**config.mk**
```make
export PLATFORM = sky130hd
export DESIGN_NAME = vga_text_scanout
export DESIGN_NICKNAME = d
export VERILOG_FILES = /design/src/rtl/vga_text_pkg.sv /design/src/rtl/vga_text_timing.sv /design/src/rtl/vga_text_scanout.sv
export SDC_FILE = /design/constraint.sdc
export NUM_CORES = 1
export LEC_CHECK = 0
export CAP_MARGIN = 20
export CORE_AREA = 2 2 80 82
export DETAILED_ROUTE_END_ITERATION = 8
export DIE_AREA = 0 0 82 84
export PLACE_DENSITY = 0.78
export SLEW_MARGIN = 15
export SYNTH_ARGS = -nofsm -noshare
export SYNTH_HDL_FRONTEND = slang
export SYNTH_HIERARCHICAL = 1
export SYNTH_SLANG_ARGS = --single-unit
```
**constraint.sdc**
```tcl
create_clock -name i_clk -period 2.65 [get_ports i_clk]
set_input_delay 0.53 -clock i_clk [delete_from_list [all_inputs] [get_ports i_clk]]
set_output_delay 0.53 -clock i_clk [all_outputs]
set_load 0.005 [all_outputs]
```
**src/rtl/vga_text_pkg.sv**
```systemverilog
// +----------------------------------------------------------------------------+
// | Module   : vga_text_pkg                                                    |
// | Brief    : 640x480 timing defaults, text grid geometry, address packing.   |
// | Revision : 1.0 - initial release                                           |
// +----------------------------------------------------------------------------+
`default_nettype none

package vga_text_pkg;

    localparam int unsigned COLS    = 80;
    localparam int unsigned ROWS    = 30;
    localparam int unsigned GLYPH_W = 8;
    localparam int unsigned GLYPH_H = 16;

    localparam int unsigned H_VIS   = COLS * GLYPH_W;
    localparam int unsigned H_FP    = 16;
    localparam int unsigned H_SYNC  = 96;
    localparam int unsigned H_BP    = 48;
    localparam int unsigned H_TOTAL = H_VIS + H_FP + H_SYNC + H_BP;

    localparam int unsigned V_VIS   = ROWS * GLYPH_H;
    localparam int unsigned V_FP    = 10;
    localparam int unsigned V_SYNC  = 2;
    localparam int unsigned V_BP    = 33;
    localparam int unsigned V_TOTAL = V_VIS + V_FP + V_SYNC + V_BP;

    // Char RAM address layout is {3'b0, lin[4:0], col[7:0]}; col never exceeds 79.
    function automatic logic [15:0] pack_char_addr(input logic [4:0] lin, input logic [6:0] col);
        return {3'b000, lin, 1'b0, col};
    endfunction

    function automatic logic [11:0] pack_font_addr(input logic [7:0] code, input logic [3:0] row);
        return {code, row};
    endfunction

endpackage

`default_nettype wire

```
**src/rtl/vga_text_timing.sv**
```systemverilog
// +----------------------------------------------------------------------------+
// | Module   : vga_text_timing                                                 |
// | Brief    : VGA h/v counters, raw sync/DE and text cell/glyph indices.      |
// | Revision : 1.0 - initial release                                           |
// +----------------------------------------------------------------------------+
`default_nettype none

module vga_text_timing
    import vga_text_pkg::*;
(
    input  logic       i_clk,
    input  logic       i_rst_n,
    output logic [6:0] o_col,
    output logic [4:0] o_lin,
    output logic [3:0] o_glyph_row,
    output logic [2:0] o_bit_idx,
    output logic       o_hsync_raw,
    output logic       o_vsync_raw,
    output logic       o_de_raw,
    output logic       o_origin,
    output logic       o_frame_end
);

    logic [9:0] r_hcnt;
    logic [9:0] r_vcnt;
    logic       w_line_end;

    assign w_line_end = (r_hcnt == 10'(H_TOTAL - 1));

    always_ff @(posedge i_clk or negedge i_rst_n) begin
        if (!i_rst_n) begin
            r_hcnt <= '0;
            r_vcnt <= '0;
        end else if (w_line_end) begin
            r_hcnt <= '0;
            r_vcnt <= (r_vcnt == 10'(V_TOTAL - 1)) ? '0 : r_vcnt + 10'd1;
        end else begin
            r_hcnt <= r_hcnt + 10'd1;
        end
    end

    assign o_col       = r_hcnt[9:3];
    assign o_lin       = r_vcnt[8:4];
    assign o_glyph_row = r_vcnt[3:0];
    assign o_bit_idx   = r_hcnt[2:0];

    assign o_hsync_raw = !((r_hcnt >= 10'(H_VIS + H_FP)) && (r_hcnt <= 10'(H_VIS + H_FP + H_SYNC - 1)));
    assign o_vsync_raw = !((r_vcnt >= 10'(V_VIS + V_FP)) && (r_vcnt <= 10'(V_VIS + V_FP + V_SYNC - 1)));
    assign o_de_raw    = (r_hcnt < 10'(H_VIS)) && (r_vcnt < 10'(V_VIS));
    assign o_origin    = (r_hcnt == 10'd0) && (r_vcnt == 10'd0);
    assign o_frame_end = w_line_end && (r_vcnt == 10'(V_TOTAL - 1));

endmodule

`default_nettype wire

```
**src/rtl/vga_text_scanout.sv**
```systemverilog
// +----------------------------------------------------------------------------+
// | Module   : vga_text_scanout                                                |
// | Brief    : 80x30 text-mode VGA scanout, 3-stage char RAM / font ROM pipe.  |
// |            Optional blinking cursor when VGA_TEXT_CURSOR_EN is defined.    |
// | Revision : 1.0 - initial release                                           |
// +----------------------------------------------------------------------------+
`default_nettype none

module vga_text_scanout
    import vga_text_pkg::*;
#(
    parameter logic [11:0] FG_RGB       = 12'hFFF,
    parameter logic [11:0] BG_RGB       = 12'h000,
    parameter int unsigned BLINK_FRAMES = 32
) (
    input  logic        i_clk,
    input  logic        i_rst_n,
    output logic [15:0] o_char_addr,
    input  logic [8:0]  i_char_data,
    output logic [11:0] o_font_addr,
    input  logic [7:0]  i_font_data,
    input  logic [4:0]  i_cursor_lin,
    input  logic [6:0]  i_cursor_col,
    output logic        o_hsync,
    output logic        o_vsync,
    output logic        o_de,
    output logic [11:0] o_rgb,
    output logic        o_frame_start
);

    logic [6:0] w_col;
    logic [4:0] w_lin;
    logic [3:0] w_row;
    logic [2:0] w_bit;
    logic       w_hs, w_vs, w_de, w_origin, w_frame_end;

    vga_text_timing u_timing (
        .i_clk       (i_clk),
        .i_rst_n     (i_rst_n),
        .o_col       (w_col),
        .o_lin       (w_lin),
        .o_glyph_row (w_row),
        .o_bit_idx   (w_bit),
        .o_hsync_raw (w_hs),
        .o_vsync_raw (w_vs),
        .o_de_raw    (w_de),
        .o_origin    (w_origin),
        .o_frame_end (w_frame_end)
    );

    logic [3:0] r_row_d1;
    logic [2:0] r_bit_d1, r_bit_d2;
    logic       r_hs_d1, r_hs_d2, r_vs_d1, r_vs_d2;
    logic       r_de_d1, r_de_d2, r_org_d1, r_org_d2;
    logic       r_inv_d2;
    logic       w_cursor;
    logic       w_pix;

    // S0: char address from the counters, side-band enters the delay line.
    always_ff @(posedge i_clk or negedge i_rst_n) begin
        if (!i_rst_n) begin
            o_char_addr <= '0;
            r_row_d1    <= '0;
            r_bit_d1    <= '0;
            r_hs_d1     <= 1'b1;
            r_vs_d1     <= 1'b1;
            r_de_d1     <= 1'b0;
            r_org_d1    <= 1'b0;
        end else begin
            if (w_de) begin
                o_char_addr <= pack_char_addr(w_lin, w_col);
            end
            r_row_d1 <= w_row;
            r_bit_d1 <= w_bit;
            r_hs_d1  <= w_hs;
            r_vs_d1  <= w_vs;
            r_de_d1  <= w_de;
            r_org_d1 <= w_origin;
        end
    end

    // S1: font address from the char code.
    always_ff @(posedge i_clk or negedge i_rst_n) begin
        if (!i_rst_n) begin
            o_font_addr <= '0;
            r_inv_d2    <= 1'b0;
            r_bit_d2    <= '0;
            r_hs_d2     <= 1'b1;
            r_vs_d2     <= 1'b1;
            r_de_d2     <= 1'b0;
            r_org_d2    <= 1'b0;
        end else begin
            if (r_de_d1) begin
                o_font_addr <= pack_font_addr(i_char_data[7:0], r_row_d1);
            end
            r_inv_d2 <= i_char_data[8];
            r_bit_d2 <= r_bit_d1;
            r_hs_d2  <= r_hs_d1;
            r_vs_d2  <= r_vs_d1;
            r_de_d2  <= r_de_d1;
            r_org_d2 <= r_org_d1;
        end
    end

`ifdef VGA_TEXT_CURSOR_EN
    localparam int unsigned c_BLINK_W = (BLINK_FRAMES > 1) ? $clog2(BLINK_FRAMES) : 1;

    logic [c_BLINK_W-1:0] r_blink_cnt;
    logic                 r_blink_on;
    logic                 r_cur_d1, r_cur_d2;

    always_ff @(posedge i_clk or negedge i_rst_n) begin
        if (!i_rst_n) begin
            r_blink_cnt <= '0;
            r_blink_on  <= 1'b1;
            r_cur_d1    <= 1'b0;
            r_cur_d2    <= 1'b0;
        end else begin
            if (w_frame_end) begin
                if (r_blink_cnt == c_BLINK_W'(BLINK_FRAMES - 1)) begin
                    r_blink_cnt <= '0;
                    r_blink_on  <= !r_blink_on;
                end else begin
                    r_blink_cnt <= r_blink_cnt + 1'b1;
                end
            end
            // Underline cursor covers the bottom two glyph rows of its cell.
            r_cur_d1 <= r_blink_on && (w_lin == i_cursor_lin) && (w_col == i_cursor_col)
                        && (w_row[3:1] == 3'b111);
            r_cur_d2 <= r_cur_d1;
        end
    end

    assign w_cursor = r_cur_d2;
`else
    logic w_unused_cursor;

    assign w_unused_cursor = ^{i_cursor_lin, i_cursor_col, w_frame_end};
    assign w_cursor        = 1'b0;
`endif

    assign w_pix = i_font_data[3'd7 - r_bit_d2] ^ r_inv_d2 ^ w_cursor;

    // S2: pixel colour and aligned sync/DE outputs.
    always_ff @(posedge i_clk or negedge i_rst_n) begin
        if (!i_rst_n) begin
            o_rgb         <= '0;
            o_hsync       <= 1'b1;
            o_vsync       <= 1'b1;
            o_de          <= 1'b0;
            o_frame_start <= 1'b0;
        end else begin
            o_rgb         <= r_de_d2 ? (w_pix ? FG_RGB : BG_RGB) : 12'h000;
            o_hsync       <= r_hs_d2;
            o_vsync       <= r_vs_d2;
            o_de          <= r_de_d2;
            o_frame_start <= r_org_d2;
        end
    end

endmodule

`default_nettype wire
```
* Word-level counts from Yosys, hierarchy flattened
Cells that the tools add are included.
** Word-level totals
- Flip-flop bits (word level) :: 79
- Bits of input ports :: 31
- Output and inout port bits :: 44
- Logic and storage cells :: 48
** Cells by class
- $add $sub $neg :: 3
- Order comparisons :: 7
- Eq/ne operators :: 2
- Multiplexer cells :: 6
- Bitwise gates (word level) :: 1
- Reduce and logical (&&, ||, !) cells :: 8
** Operators by type and width (number)
- $mux 12 :: 2
- $add 10x1->10 const B :: 2
- $eq 10x10->1 const B :: 2
- $logic_not 10->1 :: 2
- $mux 10 :: 2
- $ge 10x10->1 const B :: 1
- $ge 10x9->1 const B :: 1
- $le 10x10->1 const B :: 1
- $le 10x9->1 const B :: 1
- $lt 10x10->1 const B :: 1
- $lt 10x9->1 const B :: 1
- $logic_and 1x1->1 :: 4
- $lt 3x4->1 const B :: 1
- $bmux 1 s3 :: 1
- $sub 3x3->3 const A :: 1
- $logic_not 1->1 :: 2
- $mux 1 :: 1
- $xor 1x1->1 :: 1

* Longest topological paths before layout
Gate-level depths: netlist of the first run.
- Depth after elaboration :: 6
- Depth in mapped cells :: 6
- Mapped depth without buffers :: 6

* Cells and area by module
The synthesis of the first run kept the hierarchy.
** By module, submodules not included
- vga_text_scanout :: times used 1, cells each 99, area an instance 1699.1 µm², seq. area each 1208.7 µm²
- vga_text_timing :: times used 1, cells each 120, area an instance 1143.6 µm², seq. area each 500.5 µm²

* Worst setup path after synthesis of the first run
Ideal clock, no wire load.
- Kind :: register to register
- Start point :: register u_timing.r_hcnt[0]
- End point :: register u_timing.r_vcnt[9]
- Setup time :: 77 ps
- Data arrival time :: 1926 ps
- Data required time :: 2573 ps
- Setup slack :: 646 ps
- Cell stages (with the launch flop) :: 7
- Buffers on the path :: 1
- Period minus slack after synthesis :: 2004 ps
- Cell sequence :: dfrtp_1 -> ha_1 -> nand4_1 -> or3_1 -> clkbuf_2 -> or4_1 -> a21oi_1
** Between the ends
- Longest elaborated chain between the ends :: 1
** Ends and longest elaborated chain
- start: declaration :: RTL line vga_text_timing.sv:24 : logic [9:0] r_hcnt;
- start signal: assignment :: RTL line vga_text_timing.sv:38 : r_hcnt <= r_hcnt + 10'd1;
- $eq 10x10->1 :: RTL line vga_text_timing.sv:28 : assign w_line_end = (r_hcnt == 10'(H_TOTAL - 1));
- end signal: assignment :: RTL line vga_text_timing.sv:36 : r_vcnt <= (r_vcnt == 10'(V_TOTAL - 1)) ? '0 : r_vcnt + 10'd1;
- end: declaration :: RTL line vga_text_timing.sv:25 : logic [9:0] r_vcnt;
No other way between the ends.
A chain may end at the register's enable or synchronous reset.

* Worst setup path after layout of the first run
Ends and elaborated chain as after synthesis.

==> results.ini, run 1 <==
[run_status]
status=completed

[setup_path]
arrival_ps=2480
worstPathRequired_ps=2910
end_kind=flip-flop
cpPeakStageDelay_ps=550
path_max_fanout=7
r2r-end=u_timing/r_vcnt[9]
cp_num_buf_inv=0
worstSetupStartpointType=flip-flop
worstPathCellList=ha_1 > nand4_1 > or3_1 > or4_1 > a21oi_1
regToRegStartpoint=u_timing/r_hcnt[0]
critical-path-top-delay-family=simple AND/OR/NAND/NOR gates
r2r_cells=5
ff2ff_setup_slack_ps=430
criticalPathCategory=reg -> reg
critPathSlowestCell=or3_1

[timing]
rsz0062_at_grt=false
max_slew.worst_pin.slew_ps=626
setup_viol=0
slew_viol_final=0
skew_ps=6.70
timing.fmax_mhz=451
hold_ws_ps=190
layout_min_cycle_time_ps=2220
postLayoutSetupSlackWorst_ps=430
relSlewSlack=0.579
hold_viol_final=0
fin_crit_sh=0.838
fin_tns_setup_ps=0

[clock_tree]
cts_sinks=68
cts_root_buf=clkbuf_8
clock_latency_ps=340
post_cts_resized=0
cts_setup_buffers=0
cts_max_path_buffers=2
tritoncts=yes
cts_max_level=3
holdBufCountCts=0
path_clk_slew_ps=70
cts_made_buffers=9

[cells_and_area]
drive_gt1_frac=0.167
final_area_sq_um=3570
mostFrequentLayoutCells=62 x dfrtp_1, 57 x clkdlybuf4s50_1, 14 x mux2_2, 14 x nand3_1
utilization=0.585
antenna_cells=0
nNetsFinal=300
syn2layout_area_growth_pct=25.5
layout_commonest_cell=dfrtp_1
multi_input_area_sq_um=912
n_fill_cell=504
stdcell_count=346
regArea_sq_um=1710

[floorplan]
fp.coreArea_sq_um=6100
initial_utilization=0.466
design.die.area_sq_um=6890
die_y_um=84
ioPinCount=75
num_rows=29
chipWidth_um=82

[pwr]
power_mw=2.09
p_per_area_nw_per_um2=585
ir_drop_mv=0.341
leakage_nw=1.63

[synthesis]
netlist_top_cells_area=dfrtp_1 55%, buf_4 6.3%, dfstp_2 5.5%
synth_warnings=6
synthDistinctLibCells=40
netlist.area_leader.share=0.546
syn_area_per_cell_sq_um=13.0
synth_area_leader_cell=dfrtp_1
syn_area_sq_um=2840
syn_inst=219
seq_area_frac_synth=0.601
ys_seq_elements=68

[placed_design]
gp_congestion=0.800
dp.cells=330
place.port_buffers=58
place_area_sq_um=3340
dp_hpwl_um=3190
place_ws_ps=448

[routing]
via_per_inst=5.11
vias=1767
ant_nets=0
drt_iter0_drc=123
drc=0
detail_route.wl_per_cell_um=13.6
wirelength_um=4710
first_pass_iters=4

[global_routing]
overflow=0
grt_pass1_vias=1726
grt_pass1_wl_um=7650
grt_max_degree=45
grtUsageTotal=0.148
antenna_found_initial=0

[run]
cap_violations=0

[hold_path]
hold_class=in -> async

final cells by class:
cell class,count,share of cell area
inverters,6,0.00631
repair buffers,60,0.169
flip-flops and latches,68,0.479
multi-input cells,119,0.256
clock buffers,10,0.0386
well taps,77,0.0270
clock inverters,6,0.0245
worst max-delay path by stage:
stage                        from                  to  slack [ps]  depth (start not counted)
2_1_floorplan  u_timing/r_hcnt[0]  u_timing/r_vcnt[9]         650                          6
3_3_place_gp   u_timing/r_hcnt[0]  u_timing/r_vcnt[9]         510                          5
3_5_place_dp   u_timing/r_hcnt[0]  u_timing/r_vcnt[9]         450                          5
4_1_cts        u_timing/r_hcnt[0]  u_timing/r_vcnt[9]         410                          5
5_1_grt        u_timing/r_hcnt[0]  u_timing/r_vcnt[9]         310                          5
6_report       u_timing/r_hcnt[0]  u_timing/r_vcnt[9]         430                          5
synth_stat cells (all sizes together):
master and count:
nor4 5, and2 1, a21oi 3, mux2 24
nor4b 2, nand2 6, and3b 1, dfrtp 62
mux4 1, buf 27, and3 4, a31oi 2
xnor2 4, nor2 7, mux2i 5, dfstp 6
or3 4, ha 5, nor2b 2, xor2 6
o21ai 5, o21a 1, or4 1, o31ai 2
o2111ai 1, nand4 3, nand2b 3, clkbuf 2
inv 6, nand3 14, o211a 1, conb 1
nor3 2
routing by layer:
layer	GRT usage	vias up	part of all wire
met5	0	-	0
met4	0.0682	0	0.015
met3	0.0519	7	0.076
met2	0.222	66	0.45
met1	0.189	873	0.46
li1	-	821	-
state kept, by name (all words and copies together) (netlist names):
name / count
r_org_d1: 1
r_de_d2: 1
r_hs_d1: 1
o_font_addr: 12
r_inv_d2: 1
r_bit_d1: 3
o_frame_start: 1
u_timing/r_vcnt: 10
u_timing/r_hcnt: 10
r_row_d1: 4
r_vs_d1: 1
r_org_d2: 1
r_de_d1: 1
o_char_addr: 12
o_rgb: 1
r_hs_d2: 1
o_de: 1
o_vsync: 1
r_bit_d2: 3
o_hsync: 1
r_vs_d2: 1
logic make-up (layout without fill, tap and decap cells):
family	after synthesis	in the layout	synth area share
AO/OA/AOI/OAI	15	15	0.0330
XOR/XNOR	10	10	0.0308
adder cells (fa/ha/maj)	5	5	0.0220
buffers and inverters	35	82	0.0819
flip-flops	68	68	0.601
multiplexers	30	30	0.121
other	1	4	0.00132
AND/OR/NAND/NOR	55	55	0.109
where the power goes:
group	leakage [nW]	internal, mW	switching, mW
combinational	0.669	0.0652	0.0361
clock	0.105	0.553	0.382
sequential	0.852	1.05	0.00610
Note: power is estimated with default switching activity, not from simulation.
==> run 2, diff against run 1 <==
Settings changed: CORE_AREA 2 2 80 82 to 2 2 85 87, DIE_AREA 0 0 82 84 to 0 0 87 89, PLACE_DENSITY 0.78 to 0.73.
Clock period 2.65 ns to 1.9 ns, I/O delays scaled along.
==> run 2 against run 1 <==
Effect of this change: first-iteration DRC count down 25%; design area up 3.3%; clock power up 9%; flip-flop and latch count unchanged; sequential power up 40%; maximum frequency up 18%; critical path depth down 1; sequential share of layout area down 1.5 points; global-route usage down 0.35 points; core utilization down 3.7 points; power up 26%; highest routed layer unchanged.
==> results.ini, run 2 (synthesized netlist as in run 1, its figures left out) <==
[run_status]
status=completed

[timing]
rsz0062_at_grt=true
slew_viol_final=0  ; unchanged
relSlewSlack=0.645  ; +0.0665
fin_tns_setup_ps=0  ; unchanged
fin_crit_sh=0.989  ; +0.152
timing.fmax_mhz=532  ; +18%
skew_ps=4.58  ; -2.12 ps
setup_viol=0  ; unchanged
postLayoutSetupSlackWorst_ps=20.4  ; -410 ps
layout_min_cycle_time_ps=1880  ; -340 ps
max_slew.worst_pin.slew_ps=525  ; -101 ps
hold_viol_final=0  ; unchanged

[routing]
vias=1864  ; +5.5%
first_pass_iters=5  ; +1
ant_nets=0  ; unchanged
drc=0  ; unchanged
drt_iter0_drc=92  ; -25%
wirelength_um=5270  ; +12%
detail_route.wl_per_cell_um=14.3  ; +5.0%
via_per_inst=5.05  ; -1.1%

[setup_path]
critical-path-top-delay-family=simple AND/OR/NAND/NOR gates
timing.critical_path.mode_cell=or3_4
worstPathRequired_ps=2180  ; -730 ps
arrival_ps=2160  ; -320 ps
criticalPathCategory=reg -> reg
worstSetupStartpointType=flip-flop
critPathSlowestCell=or4_4
worstPathCellList=or3_4 > or3_4 > or4_4 > a21oi_2
cp_num_buf_inv=0  ; unchanged
cpPeakStageDelay_ps=490  ; -60 ps
path_max_fanout=4  ; -3
end_kind=flip-flop

[pwr]
pwr-share-seq=0.557  ; +0.053
sw_frac_of_total=0.219  ; +0.0155
ir_drop_mv=0.506  ; +48%
power_mw=2.64  ; +26%
p_per_area_nw_per_um2=715  ; +22%
internal_power_mw=2.06  ; +24%
leakage_nw=1.70  ; +4.5%
power_frac_comb=0.056  ; +0.007
clockPowerShare=0.387  ; -0.061
p_switching_uw=576  ; +36%

[cells_and_area]
mostFrequentLayoutCells=61 x dfrtp_1, 57 x clkdlybuf4s50_1, 20 x buf_4
nNetsFinal=320  ; +6.7%
layout_commonest_cell=dfrtp_1
utilization=0.549  ; -0.0368
syn2layout_area_growth_pct=29.7
final_area_sq_um=3690  ; +3.3%
top_regs=o_char_addr: 12 flops, o_font_addr: 12 flops
antenna_cells=0  ; unchanged
n_fill_cell=575  ; +14%
drive_gt1_frac=0.232  ; +0.0645

[clock_tree]
cts_max_path_buffers=2  ; unchanged
tritoncts=yes
path_clk_slew_ps=70  ; about the same
cts_made_buffers=9  ; unchanged
clock_latency_ps=350  ; about the same
cts_sinks=68  ; unchanged
cts_root_buf=clkbuf_8
cts_max_level=3  ; unchanged

[floorplan]
fp.coreArea_sq_um=6720  ; +10%
initial_utilization=0.423  ; -0.0432
design.die.area_sq_um=7740  ; +12%
num_rows=30  ; +3.4%
die_y_um=89  ; +6.0%
chipWidth_um=87  ; +6.1%
ioPinCount=75  ; unchanged

[global_routing]
grt_pass1_vias=1757  ; +1.8%
grt_max_degree=28  ; -38%
grt_pass1_wl_um=8380  ; +9.5%
antenna_found_initial=0  ; unchanged
overflow=0  ; unchanged
grtUsageTotal=0.144  ; -0.00354

[placed_design]
place_ws_ps=43.8  ; -404 ps
dp_hpwl_um=3630  ; +14%
place.port_buffers=58  ; unchanged
place_area_sq_um=3460  ; +3.6%
gp_congestion=0.809  ; +1.2%

[run]
cap_violations=0  ; unchanged

[hold_path]
hold_class=reg -> reg

==> run 2: power by group through the flow <==
| stage | clock (mW) | combinational (mW) | sequential (mW) |
|---|---|---|---|
| 2_1_floorplan | 0 | 0.0488 | 1.50 |
| 4_1_cts | 1.06 | 0.151 | 1.47 |
| 6_report | 1.02 | 0.147 | 1.47 |
| 5_1_grt | 1.13 | 0.162 | 1.47 |
| 3_3_place_gp | 0 | 0.146 | 1.49 |
| 3_5_place_dp | 0 | 0.149 | 1.49 |
==> run 2: metal layers <==
layer,GRT usage,part of all wire,routed length (um),vias up
met4,0.0540,0.013,68,0
met3,0.0674,0.077,405,9
met2,0.229,0.45,2390,80
li1,-,-,-,865
met1,0.172,0.46,2410,910
met5,0,0,0,-
==> run 2: stage by stage <==
| step | std cells | hold WS, ps |
|---|---|---|
| 6_report | 369 | 352 |
| 3_5_place_dp | 348 | 276 |
| 5_1_grt | 369 | 355 |
| 3_3_place_gp | 348 | 274 |
| 2_1_floorplan | 222 | 84.4 |
| 4_1_cts | 365 | 348 |
==> run 2: repair_timing <==
action | 4_1_cts | 5_1_grt
hold endpoints to repair | 7 | 0
setup buffers | 0 | 4
hold buffers | 1 | 0
resized for setup | 0 | 4
endpoints found under the setup margin | 0 | 5
==> run 2: path summary, 6_finish.rpt <==
kind,start,end,slack (ps),depth (start not counted)
min in group asynchronous,i_rst_n,o_font_addr[4],450,2
min reg2reg,r_bit_d1[2],r_bit_d2[2],350,0
max in group asynchronous,i_rst_n,r_hs_d2,870,3
min,r_bit_d1[2],r_bit_d2[2],350,0
max reg2reg,u_timing/r_hcnt[6],u_timing/r_vcnt[9],20,4
max,u_timing/r_hcnt[6],u_timing/r_vcnt[9],20,4
==> run 2: final cells by class <==
type,instances,area (sq um),area share
timing repair buffer,80,756,0.205
inverter,6,22.5,0.00611
sequential,68,1710,0.464
clock buffer,12,145,0.0394
clock inverter,4,25.0,0.00679
tap,80,100,0.0272
multi-input combinational,119,927,0.252
==> run 3, diff against run 2 <==
Settings changed: GPL_TIMING_DRIVEN set to 0.
==> run 3 against run 2 <==
Effect of this change: maximum frequency decreased by 1.1%; core utilization rose by 2.2 points; critical endpoint unchanged; largest cell class unchanged; clock skew about the same; power rose by 0.66%; register-to-register slack worse by 20 ps; sequential share of layout area is 1.7 points lower; non-clock buffer count rose by 17; flip-flop and latch count unchanged; design area increased by 3.9%; clock power is essentially flat.
==> results.ini, run 3 (synthesized netlist as in run 1, its figures left out) <==
[setup_path]
regToRegStartpoint=u_timing/r_hcnt[6]
worstPathRequired_ps=2160  ; -20 ps
ff2ff_setup_slack_ps=0.2  ; -20 ps
path_max_fanout=6  ; +2
r2r-end=u_timing/r_vcnt[9]
criticalPathCategory=reg -> reg
arrival_ps=2160  ; about the same
r2r_cells=4  ; unchanged
end_kind=flip-flop
worstSetupStartpointType=flip-flop

[timing]
fin_tns_setup_ps=0  ; unchanged
slew_viol_final=0  ; unchanged
layout_min_cycle_time_ps=1900  ; +20.2 ps
setup_viol=0  ; unchanged
skew_ps=4.86  ; +0.276 ps
hold_viol_final=0  ; unchanged
postLayoutSetupSlackWorst_ps=0.188  ; -20.2 ps
timing.fmax_mhz=526  ; -1.1%
rsz0062_at_grt=true
hold_ws_ps=348  ; -4.35 ps
fin_crit_sh=1.00  ; +0.0106

[global_routing]
grt_pass1_vias=1823  ; +3.8%
globalRouteMet1Util=0.174  ; +0.00230
grtUsageTotal=0.144  ; +0.000368
grt_pass1_wl_um=8560  ; +2.1%
grt.busiest_layer=met2
antenna_found_initial=0  ; unchanged
grt_max_degree=59  ; +110%
overflow=0  ; unchanged
use_met3=0.0619  ; -0.00554
gr-usage-met2=0.237  ; +0.00833

[routing]
via_per_inst=4.87  ; -3.7%
drc=0  ; unchanged
wirelength_um=5130  ; -2.7%
ant_nets=0  ; unchanged
drt_iter0_drc=69  ; -25%
first_pass_iters=4  ; -1
vias=1878  ; +0.75%
detail_route.wl_per_cell_um=13.3  ; -7.0%

[clock_tree]
clock_latency_ps=330  ; -20 ps
cts_max_level=3  ; unchanged
cts_sinks=68  ; unchanged
cts_made_buffers=9  ; unchanged
cts_max_path_buffers=2  ; unchanged
cts_root_buf=clkbuf_8
path_clk_slew_ps=70  ; about the same
tritoncts=yes

[pwr]
leakage_nw=1.80  ; +6.1%
power_mw=2.65  ; +0.66%
pwr-share-seq=0.554  ; -0.003
power_frac_comb=0.067  ; +0.011
sw_frac_of_total=0.214  ; -0.00442
p_per_area_nw_per_um2=692  ; -3.2%
p_switching_uw=568  ; -1.4%
internal_power_mw=2.08  ; +1.2%
clockPowerShare=0.380  ; -0.007
ir_drop_mv=0.467  ; -7.6%

[floorplan]
initial_utilization=0.423  ; unchanged
die_y_um=89  ; unchanged
ioPinCount=75  ; unchanged
num_rows=30  ; unchanged
design.die.area_sq_um=7740  ; unchanged
fp.coreArea_sq_um=6720  ; unchanged
chipWidth_um=87  ; unchanged

[hold_path]
worstHoldStart=r_bit_d1[0]
min_path_cells=0  ; unchanged
holdPathEnd=r_bit_d2[0]
hold_class=reg -> reg

[placed_design]
dp_hpwl_um=3480  ; -4.1%
place_ws_ps=-273  ; -317 ps
place.port_buffers=58  ; unchanged
dp.cells=361  ; +3.7%
gp_congestion=0.821  ; +1.4%
place_area_sq_um=3560  ; +2.9%

[cells_and_area]
drive_gt1_frac=0.284  ; +0.0525
nNetsFinal=337  ; +5.3%
stdcell_count=386  ; +4.6%
antenna_cells=0  ; unchanged
mostFrequentLayoutCells=58 x dfrtp_1, 56 x clkdlybuf4s50_1, 36 x buf_4
utilization=0.570  ; +0.0216
syn2layout_area_growth_pct=34.8
final_area_sq_um=3830  ; +3.9%
layout_commonest_cell=dfrtp_1
top_regs=o_char_addr: 12 flops, o_font_addr: 12 flops

[run_status]
status=completed

[run]
cap_violations=0  ; unchanged

run 3: worst max-delay path by stage:
| stage | startpoint | endpoint |
|---|---|---|
| after floorplan | u_timing/r_hcnt[0] | u_timing/r_vcnt[9] |
| after global placement | i_rst_n | u_timing/r_hcnt[7] |
| after detailed placement | u_timing/r_hcnt[0] | u_timing/r_vcnt[9] |
| after CTS | u_timing/r_hcnt[0] | u_timing/r_vcnt[3] |
| after global routing | u_timing/r_hcnt[5] | u_timing/r_vcnt[9] |
| final | u_timing/r_hcnt[6] | u_timing/r_vcnt[9] |
run 3: final cells by class:
class / instances / area [sq um]
clock inverters: 4 / 25.0
plain buffers: 28 / 209
fillers: 561 / 2890
multi-input cells: 119 / 935
clock buffers: 12 / 145
well taps: 80 / 100
inverters: 6 / 22.5
flip-flops and latches: 68 / 1710
repair buffers: 69 / 681
run 3: power by group through the flow:
stage | logic, mW | clock network [mW] | registers (mW)
after floorplan | 0.0488 | 0 | 1.50
after global placement | 0.170 | 0 | 1.49
after detailed placement | 0.180 | 0 | 1.50
after CTS | 0.182 | 1.04 | 1.47
after global routing | 0.194 | 1.11 | 1.47
final | 0.177 | 1.01 | 1.47
run 3: critical path, cell delays in order, from the launching register on:
cell	delay (ps)
dfrtp_2	400
or3_4	390
or3_4	440
or4_1	470
a21oi_1	130
run 3: layer usage:
| layer | wire length [um] | vias up | part of all wire |
|---|---|---|---|
| li1 | - | 900 | - |
| met1 | 2310 | 901 | 0.45 |
| met2 | 2370 | 70 | 0.46 |
| met3 | 393 | 7 | 0.077 |
| met4 | 62 | 0 | 0.012 |
| met5 | 0 | - | 0 |
run 3: timing repair:
| action | 4_1_cts | 5_1_grt |
|---|---|---|
| setup buffers | 7 | 2 |
| setup endpoints to repair | 19 | 20 |
| hold buffers | 1 | 0 |
| pin swaps | 0 | 2 |
| resized for setup | 6 | 6 |
| endpoints found under the hold margin | 10 | 0 |
